`config.mk`:
```
export PLATFORM = sky130hd
export DESIGN_NAME = ddr_app_mport_arb
export DESIGN_NICKNAME = d
export VERILOG_FILES = /design/src/rtl/ddr_mport_pkg.sv /design/src/rtl/ddr_mport_tag_fifo.sv /design/src/rtl/ddr_app_mport_arb.sv
export SDC_FILE = /design/constraint.sdc
export NUM_CORES = 1
export LEC_CHECK = 0
export ABC_CLOCK_PERIOD_IN_PS = 6000
export BUFFER_PORTS_ARGS = -buffer_cell sky130_fd_sc_hd__buf_4
export CAP_MARGIN = 25
export CORE_AREA = 5 5 258 260
export DETAILED_ROUTE_END_ITERATION = 10
export DIE_AREA = 0 0 263 265
export PLACE_DENSITY_LB_ADDON = 0.12
export SETUP_SLACK_MARGIN = 0.4
export SLEW_MARGIN = 40
export SYNTH_ARGS = -nofsm -noshare
export SYNTH_HDL_FRONTEND = slang
export SYNTH_HIERARCHICAL = 1
export SYNTH_SLANG_ARGS = --single-unit
```
`constraint.sdc`:
```
create_clock -name clk -period 6 [get_ports clk]
set_clock_uncertainty 0.2 [all_clocks]
set_input_delay 1.2 -clock clk [delete_from_list [all_inputs] [get_ports clk]]
set_output_delay 1.2 -clock clk [all_outputs]
set_load 0.01 [all_outputs]
```
`src/rtl/ddr_mport_pkg.sv`:
```
// Shared constants and types for the DDR app-interface multi-port arbiter.
package ddr_mport_pkg;

  localparam logic [2:0] APP_CMD_WR = 3'b000;
  localparam logic [2:0] APP_CMD_RD = 3'b001;

  typedef enum logic [1:0] {
    CALIB = 2'd0,
    IDLE  = 2'd1,
    ISSUE = 2'd2
  } mport_state_t;

  // Width of a channel index; never narrower than one bit.
  function automatic int ch_idx_w(input int num_ch);
    return (num_ch > 1) ? $clog2(num_ch) : 1;
  endfunction

endpackage

```
`src/rtl/ddr_mport_tag_fifo.sv`:
```
// In-order FIFO of issuing-channel tags for outstanding reads; push and pop may coincide.
module ddr_mport_tag_fifo #(
  parameter int DEPTH = 16,
  parameter int W     = 2
) (
  input  logic         clk,
  input  logic         rst_n,
  input  logic         push,
  input  logic [W-1:0] push_data,
  input  logic         pop,
  output logic [W-1:0] pop_data,
  output logic         full,
  output logic         empty
);

  localparam int PW = $clog2(DEPTH);

  logic [W-1:0] mem [DEPTH];
  logic [PW:0]  wr_ptr, rd_ptr;

  always_ff @(posedge clk) begin
    if (!rst_n) begin
      wr_ptr <= '0;
      rd_ptr <= '0;
    end else begin
      if (push) wr_ptr <= wr_ptr + 1'b1;
      if (pop)  rd_ptr <= rd_ptr + 1'b1;
    end
  end

  always_ff @(posedge clk) begin
    if (push) mem[wr_ptr[PW-1:0]] <= push_data;
  end

  // Extra pointer MSB tells a full ring from an empty one.
  assign pop_data = mem[rd_ptr[PW-1:0]];
  assign empty    = (wr_ptr == rd_ptr);
  assign full     = (wr_ptr[PW] != rd_ptr[PW]) && (wr_ptr[PW-1:0] == rd_ptr[PW-1:0]);

endmodule

```
`src/rtl/ddr_app_mport_arb.sv`:
```
// Round-robin NUM_CH-port front end onto the DDR app interface with tagged read return.
// Optional DDR_MPORT_PERF_CNT_EN adds per-channel saturating read/write counters.
module ddr_app_mport_arb
  import ddr_mport_pkg::*;
#(
  parameter int NUM_CH         = 4,
  parameter int APP_ADDR_WIDTH = 32,
  parameter int APP_DATA_WIDTH = 64,
  parameter int APP_MASK_WIDTH = APP_DATA_WIDTH/8,
  parameter int RD_TAG_DEPTH   = 16
) (
  input  logic                               clk,
  input  logic                               rst_n,
  input  logic                               init_calib_complete,
  input  logic [NUM_CH-1:0]                  ch_req_valid,
  output logic [NUM_CH-1:0]                  ch_req_ready,
  input  logic [NUM_CH-1:0]                  ch_req_we,
  input  logic [NUM_CH*APP_ADDR_WIDTH-1:0]   ch_req_addr,
  input  logic [NUM_CH*APP_DATA_WIDTH-1:0]   ch_req_wdata,
  input  logic [NUM_CH*APP_MASK_WIDTH-1:0]   ch_req_wmask,
  output logic [NUM_CH-1:0]                  ch_rd_valid,
  output logic [APP_DATA_WIDTH-1:0]          ch_rd_data,
  output logic [APP_ADDR_WIDTH-1:0]          app_addr,
  output logic [2:0]                         app_cmd,
  output logic                               app_en,
  input  logic                               app_rdy,
  output logic [APP_DATA_WIDTH-1:0]          app_wdf_data,
  output logic [APP_MASK_WIDTH-1:0]          app_wdf_mask,
  output logic                               app_wdf_wren,
  output logic                               app_wdf_end,
  input  logic                               app_wdf_rdy,
  input  logic [APP_DATA_WIDTH-1:0]          app_rd_data,
  input  logic                               app_rd_data_valid,
  output logic                               err_orphan_rd
`ifdef DDR_MPORT_PERF_CNT_EN
  ,
  output logic [NUM_CH*32-1:0]               perf_rd_cnt,
  output logic [NUM_CH*32-1:0]               perf_wr_cnt
`endif
);

  localparam int CW = ch_idx_w(NUM_CH);
  typedef logic [CW-1:0] ch_idx_t;

  typedef struct packed {
    logic                      we;
    logic [APP_ADDR_WIDTH-1:0] addr;
    logic [APP_DATA_WIDTH-1:0] wdata;
    logic [APP_MASK_WIDTH-1:0] wmask;
    ch_idx_t                   ch;
  } hold_t;

  mport_state_t state, state_nxt;
  ch_idx_t      rr_ptr, gnt_idx, tag_out;
  hold_t        hold;
  logic [NUM_CH-1:0] elig;
  logic gnt_any, cmd_done, wdf_done, cmd_fire, wdf_fire, issue_done;
  logic tag_full, tag_empty, tag_push, tag_pop;

  assign cmd_fire   = app_en & app_rdy;
  assign wdf_fire   = app_wdf_wren & app_wdf_rdy;
  assign issue_done = (state == ISSUE) && (cmd_done || cmd_fire) &&
                      (!hold.we || wdf_done || wdf_fire);
  assign elig       = ch_req_valid & (ch_req_we | {NUM_CH{~tag_full}});

  always_ff @(posedge clk) begin
    if (!rst_n) state <= CALIB;
    else        state <= state_nxt;
  end

  always_comb begin
    state_nxt = state;
    case (state)
      CALIB:   if (init_calib_complete) state_nxt = IDLE;
      IDLE:    if (!init_calib_complete) state_nxt = CALIB;
               else if (gnt_any)         state_nxt = ISSUE;
      ISSUE:   if (issue_done) state_nxt = init_calib_complete ? IDLE : CALIB;
      default: state_nxt = CALIB;
    endcase
  end

  // First eligible channel at or after rr_ptr, wrapping.
  always_comb begin
    int idx;
    idx          = 0;
    gnt_any      = 1'b0;
    gnt_idx      = '0;
    ch_req_ready = '0;
    if (state == IDLE && init_calib_complete) begin
      for (int k = 0; k < NUM_CH; k++) begin
        idx = int'(rr_ptr) + k;
        if (idx >= NUM_CH) idx = idx - NUM_CH;
        if (!gnt_any && elig[idx]) begin
          gnt_any = 1'b1;
          gnt_idx = ch_idx_t'(idx);
        end
      end
    end
    if (gnt_any) ch_req_ready[gnt_idx] = 1'b1;
  end

  always_ff @(posedge clk) begin
    if (!rst_n) begin
      rr_ptr       <= '0;
      hold         <= '0;
      app_en       <= 1'b0;
      app_cmd      <= 3'b000;
      app_wdf_wren <= 1'b0;
      cmd_done     <= 1'b0;
      wdf_done     <= 1'b0;
    end else if (gnt_any) begin
      hold.we      <= ch_req_we[gnt_idx];
      hold.addr    <= ch_req_addr[int'(gnt_idx)*APP_ADDR_WIDTH +: APP_ADDR_WIDTH];
      hold.wdata   <= ch_req_wdata[int'(gnt_idx)*APP_DATA_WIDTH +: APP_DATA_WIDTH];
      hold.wmask   <= ch_req_wmask[int'(gnt_idx)*APP_MASK_WIDTH +: APP_MASK_WIDTH];
      hold.ch      <= gnt_idx;
      app_en       <= 1'b1;
      app_cmd      <= ch_req_we[gnt_idx] ? APP_CMD_WR : APP_CMD_RD;
      app_wdf_wren <= ch_req_we[gnt_idx];
      cmd_done     <= 1'b0;
      wdf_done     <= 1'b0;
      rr_ptr       <= (int'(gnt_idx) == NUM_CH-1) ? '0 : ch_idx_t'(gnt_idx + 1'b1);
    end else begin
      if (cmd_fire) begin
        app_en   <= 1'b0;
        cmd_done <= 1'b1;
      end
      if (wdf_fire) begin
        app_wdf_wren <= 1'b0;
        wdf_done     <= 1'b1;
      end
    end
  end

  assign app_addr     = hold.addr;
  assign app_wdf_data = hold.wdata;
  assign app_wdf_mask = hold.wmask;
  assign app_wdf_end  = app_wdf_wren;

  // Tag enters on read-command acceptance; beats with no tag are dropped and flagged.
  assign tag_push = cmd_fire & ~hold.we;
  assign tag_pop  = app_rd_data_valid & ~tag_empty;

  ddr_mport_tag_fifo #(.DEPTH(RD_TAG_DEPTH), .W(CW)) u_tag_fifo (
    .clk       (clk),
    .rst_n     (rst_n),
    .push      (tag_push),
    .push_data (hold.ch),
    .pop       (tag_pop),
    .pop_data  (tag_out),
    .full      (tag_full),
    .empty     (tag_empty)
  );

  always_ff @(posedge clk) begin
    if (!rst_n) begin
      ch_rd_valid   <= '0;
      ch_rd_data    <= '0;
      err_orphan_rd <= 1'b0;
    end else begin
      ch_rd_valid <= '0;
      if (tag_pop) begin
        ch_rd_valid[tag_out] <= 1'b1;
        ch_rd_data           <= app_rd_data;
      end
      if (app_rd_data_valid && tag_empty) err_orphan_rd <= 1'b1;
    end
  end

`ifdef DDR_MPORT_PERF_CNT_EN
  for (genvar i = 0; i < NUM_CH; i++) begin : g_perf
    logic [31:0] rd_cnt, wr_cnt;
    always_ff @(posedge clk) begin
      if (!rst_n) begin
        rd_cnt <= '0;
        wr_cnt <= '0;
      end else begin
        if (ch_rd_valid[i] && rd_cnt != 32'hFFFF_FFFF) rd_cnt <= rd_cnt + 1'b1;
        if (issue_done && hold.we && hold.ch == ch_idx_t'(i) && wr_cnt != 32'hFFFF_FFFF)
          wr_cnt <= wr_cnt + 1'b1;
      end
    end
    assign perf_rd_cnt[i*32 +: 32] = rd_cnt;
    assign perf_wr_cnt[i*32 +: 32] = wr_cnt;
  end
`endif

endmodule

```
==> impl_metrics.py <==
metrics = {
    "routing": {
        "first_pass_iters": 4,
        "drcViolationCount": 0,
        "vias": 12900,
        "drt-initial-drc-count": 652,
        "finalWirelength_mm": 66.1,
        "routed_via_density": 4.71,
        "antenna_left": 0,
        "routedWlPerCell_um": 24.1,
    },
    "cts": {
        "numClockSinks": 231,
        "htreeDepth": 1,
        "worstSkewPairLatency_ns": 0.60,
        "post_cts_buffers": 0,
        "ctsLongestPathBuffers": 3,
        "cts_hold_buffers": 0,
        "cts_buffers": 31,
        "cts_tree": "done",
        "cts-root-buf": "clkbuf_16",
        "post_cts_resized": 0,
        "clk_pin_slew_ns": 0.06,
    },
    "synth": {
        "synthFlopType": "dfxtp_1",
        "synthCells": 1381,
        "synth-seq-cells": 231,
        "yosysWarnings": 6,
        "ys_seq_area_share_pct": 38.0,
        "syn_area_per_cell_um2": 9.43,
        "synth_area_leaders": "dfxtp_1 (31%), a221o_1 (8.0%), edfxtp_1 (7.4%)",
        "yosysTopAreaCellShare_pct": 30.6,
        "synth_edf_count": 32,
        "async_flop_share_pct": 0,
        "synth.distinct_cells": 54,
        "syn_area_um2": 13000,
        "synth_top_area_cell": "dfxtp_1",
    },
    "floorplanning": {
        "dieArea_um2": 69700,
        "dieWidth_um": 263,
        "rows": 93,
        "io-pin-count": 677,
        "initial_core_util_pct": 20.4,
        "die_h_um": 265,
        "fp.coreArea_um2": 63900,
    },
    "final_layout": {
        "layout_commonest_cell": "buf_4",
        "final_cell_area_um2": 19100,
        "final_cell_mix": "buf_4 (686), dfxtp_1 (199), nand2_1 (144), nand4_1 (109), o31ai_1 (107)",
        "stdcell_count": 2740,
        "syn2layout_area_growth_pct": 46.9,
        "n_fill_cell": 6814,
        "drive_gt1_share_pct": 46.2,
        "final_nets": 2359,
    },
    "worst_hold_path": {
        "min_to": "ch_rd_data[11]$_SDFFE_PN0P_",
        "hp-start": "ch_rd_data[11]$_SDFFE_PN0P_",
        "hold_depth": 2,
        "hp-class": "reg -> reg",
    },
    "power_and_ir_drop": {
        "power.leakage_nw": 7.84,
        "p_total_mw": 4.30,
        "powerDensity_nw_per_um2": 225,
        "ir_drop_uv": 186,
    },
    "grt": {
        "grt_pass1_wl_mm": 95.2,
        "antenna_found_initial": 8,
        "grt_pass1_vias": 13600,
        "grt_overflow": 0,
        "grt_max_degree": 106,
        "gr-usage-all-layers_pct": 17.6,
    },
    "setup_path": {
        "path_max_fanout": 8,
        "rr_endpoint": "app_wdf_data[15]$_SDFFE_PN0P_",
        "worst_ep_arrival_time_ns": 3.90,
        "r2r_cells": 11,
        "worstSetupEndpointType": "output pin",
        "rr_startpoint": "u_tag_fifo/wr_ptr[2]$_SDFFE_PN0P_",
        "crit_required_ns": 4.60,
        "cp-start-kind": "flip-flop",
        "r2r_setup_slack_ns": 1.77,
        "crit_type": "reg -> out",
    },
    "sta": {
        "hold_slack_ns": 0.252,
        "final-max-slew-violation-count": 0,
        "tightest_slew_ns": 0.823,
        "finalHoldViolations": 0,
        "fin_crit_ns": 5.30,
        "fin_crit_sh_pct": 88.4,
        "setup_viol_count_final": 0,
        "worst_slew_margin_rel_pct": 45.1,
        "tns_ns": 0,
        "clock.fmax_mhz": 189,
        "rsz0062_at_grt": "false",
    },
    "placed_design": {
        "gp_routability_congestion": 0.865,
        "hpwl_mm": 48.0,
        "dp_cells": 2678,
        "numPortBuffers": 674,
        "placed_area_um2": 18100,
    },
    "flow_run": {
        "cap_violations": 0,
    },
    "outcome": {
        "outcome": "complete, no violations",
    },
}
through the flow:
stage | setup WS, ns | utilization, %
after floorplan | 1.84 | -
after global placement | 0.923 | 28.2
after detailed placement | 1.22 | 28.3
after CTS | 0.726 | 29.9
after global routing | 0.432 | 29.9
final | 0.696 | 29.9
state kept, by name, indices dropped and copies added, names as in the netlist, 2 cells and up, named ones only:
| register | cells |
|---|---|
| app_addr | 32 |
| app_wdf_data | 64 |
| app_wdf_mask | 8 |
| ch_rd_data | 64 |
| ch_rd_valid | 4 |
| hold | 3 |
| rr_ptr | 2 |
| state | 2 |
| u_tag_fifo/mem | 32 |
| u_tag_fifo/rd_ptr | 5 |
| u_tag_fifo/wr_ptr | 5 |
where the power goes:
| group | total (mW) | internal, mW | switching (mW) |
|---|---|---|---|
| Combinational | 0.730 | 0.370 | 0.360 |
| Sequential | 1.64 | 1.61 | 0.0281 |
| Clock | 1.94 | 1.16 | 0.778 |
worst max path at each step:
| stage | start | to | slack, ns | depth (start not counted) |
|---|---|---|---|---|
| floorplan | ch_req_we[0] | ch_req_ready[0] | 1.84 | 9 |
| global placement | ch_req_we[1] | ch_req_ready[1] | 0.92 | 9 |
| detailed placement | ch_req_we[1] | ch_req_ready[1] | 1.22 | 9 |
| CTS | u_tag_fifo/wr_ptr[2]$_SDFFE_PN0P_ | ch_req_ready[1] | 0.73 | 11 |
| global route | u_tag_fifo/wr_ptr[2]$_SDFFE_PN0P_ | ch_req_ready[1] | 0.43 | 11 |
| finish | u_tag_fifo/wr_ptr[2]$_SDFFE_PN0P_ | ch_req_ready[1] | 0.70 | 11 |
per-layer routing:
layer  wire length [µm]  track usage (%)  part of all wire [%]  vias up
li1                   -                -                     -     6064
met1              26300             20.7                    40     6284
met2              33700             31.7                    51      502
met3               5190             5.61                   7.9       56
met4                908             3.19                   1.4        4
met5                 27                0                 0.041        -
area by class of cell:
cell class / count / area, µm² / area share, %
antenna: 5 / 12.5 / 0.0654
tap: 855 / 1070 / 5.59
clock inverter: 15 / 168 / 0.877
timing repair buffer: 694 / 5280 / 27.6
sequential: 231 / 4940 / 25.9
multi-input combinational: 889 / 6730 / 35.2
clock buffer: 42 / 887 / 4.64
inverter: 9 / 41.3 / 0.216
synth_stat cells, types with 4 or more instances:
cell,n
mux2_4,30
nor2_1,21
mux4_2,4
nor2b_1,5
inv_1,7
nand2b_1,8
buf_4,107
a211oi_1,6
clkbuf_1,120
dfxtp_1,199
nand3_1,7
a21oi_1,72
xnor2_1,10
a21boi_1,13
a221o_1,104
mux4_1,4
a21boi_0,93
o31ai_1,107
nand4_1,109
nand2_1,144
buf_6,5
buf_2,11
and2_1,28
buf_1,10
mux2_2,74
edfxtp_1,32
ha_1,9
cells by family after synthesis:
kind of cell	share of synthesized area [%]
AOI/OAI and AO/OA	24.5
and+or+nand+nor	13.2
buffers and inverters	11.0
DFF	38.0
muxes	11.5
xor gates and xnor gates	0.875
adders and majority gates	0.865
other	0.0288
worst max-delay path, stage by stage, from the launching register on:
cell and delay [ns]:
dfxtp_1 0.48, xnor2_1 0.16, nand4_1 0.14, nor2b_1 0.39, nand2b_1 0.25, a2111oi_0 0.53, nor3b_1 0.19, nor2_2 0.47
inv_1 0.14, ha_1 0.22, and2_1 0.18, buf_4 0.16
Note: power is estimated with default switching activity, not from simulation.
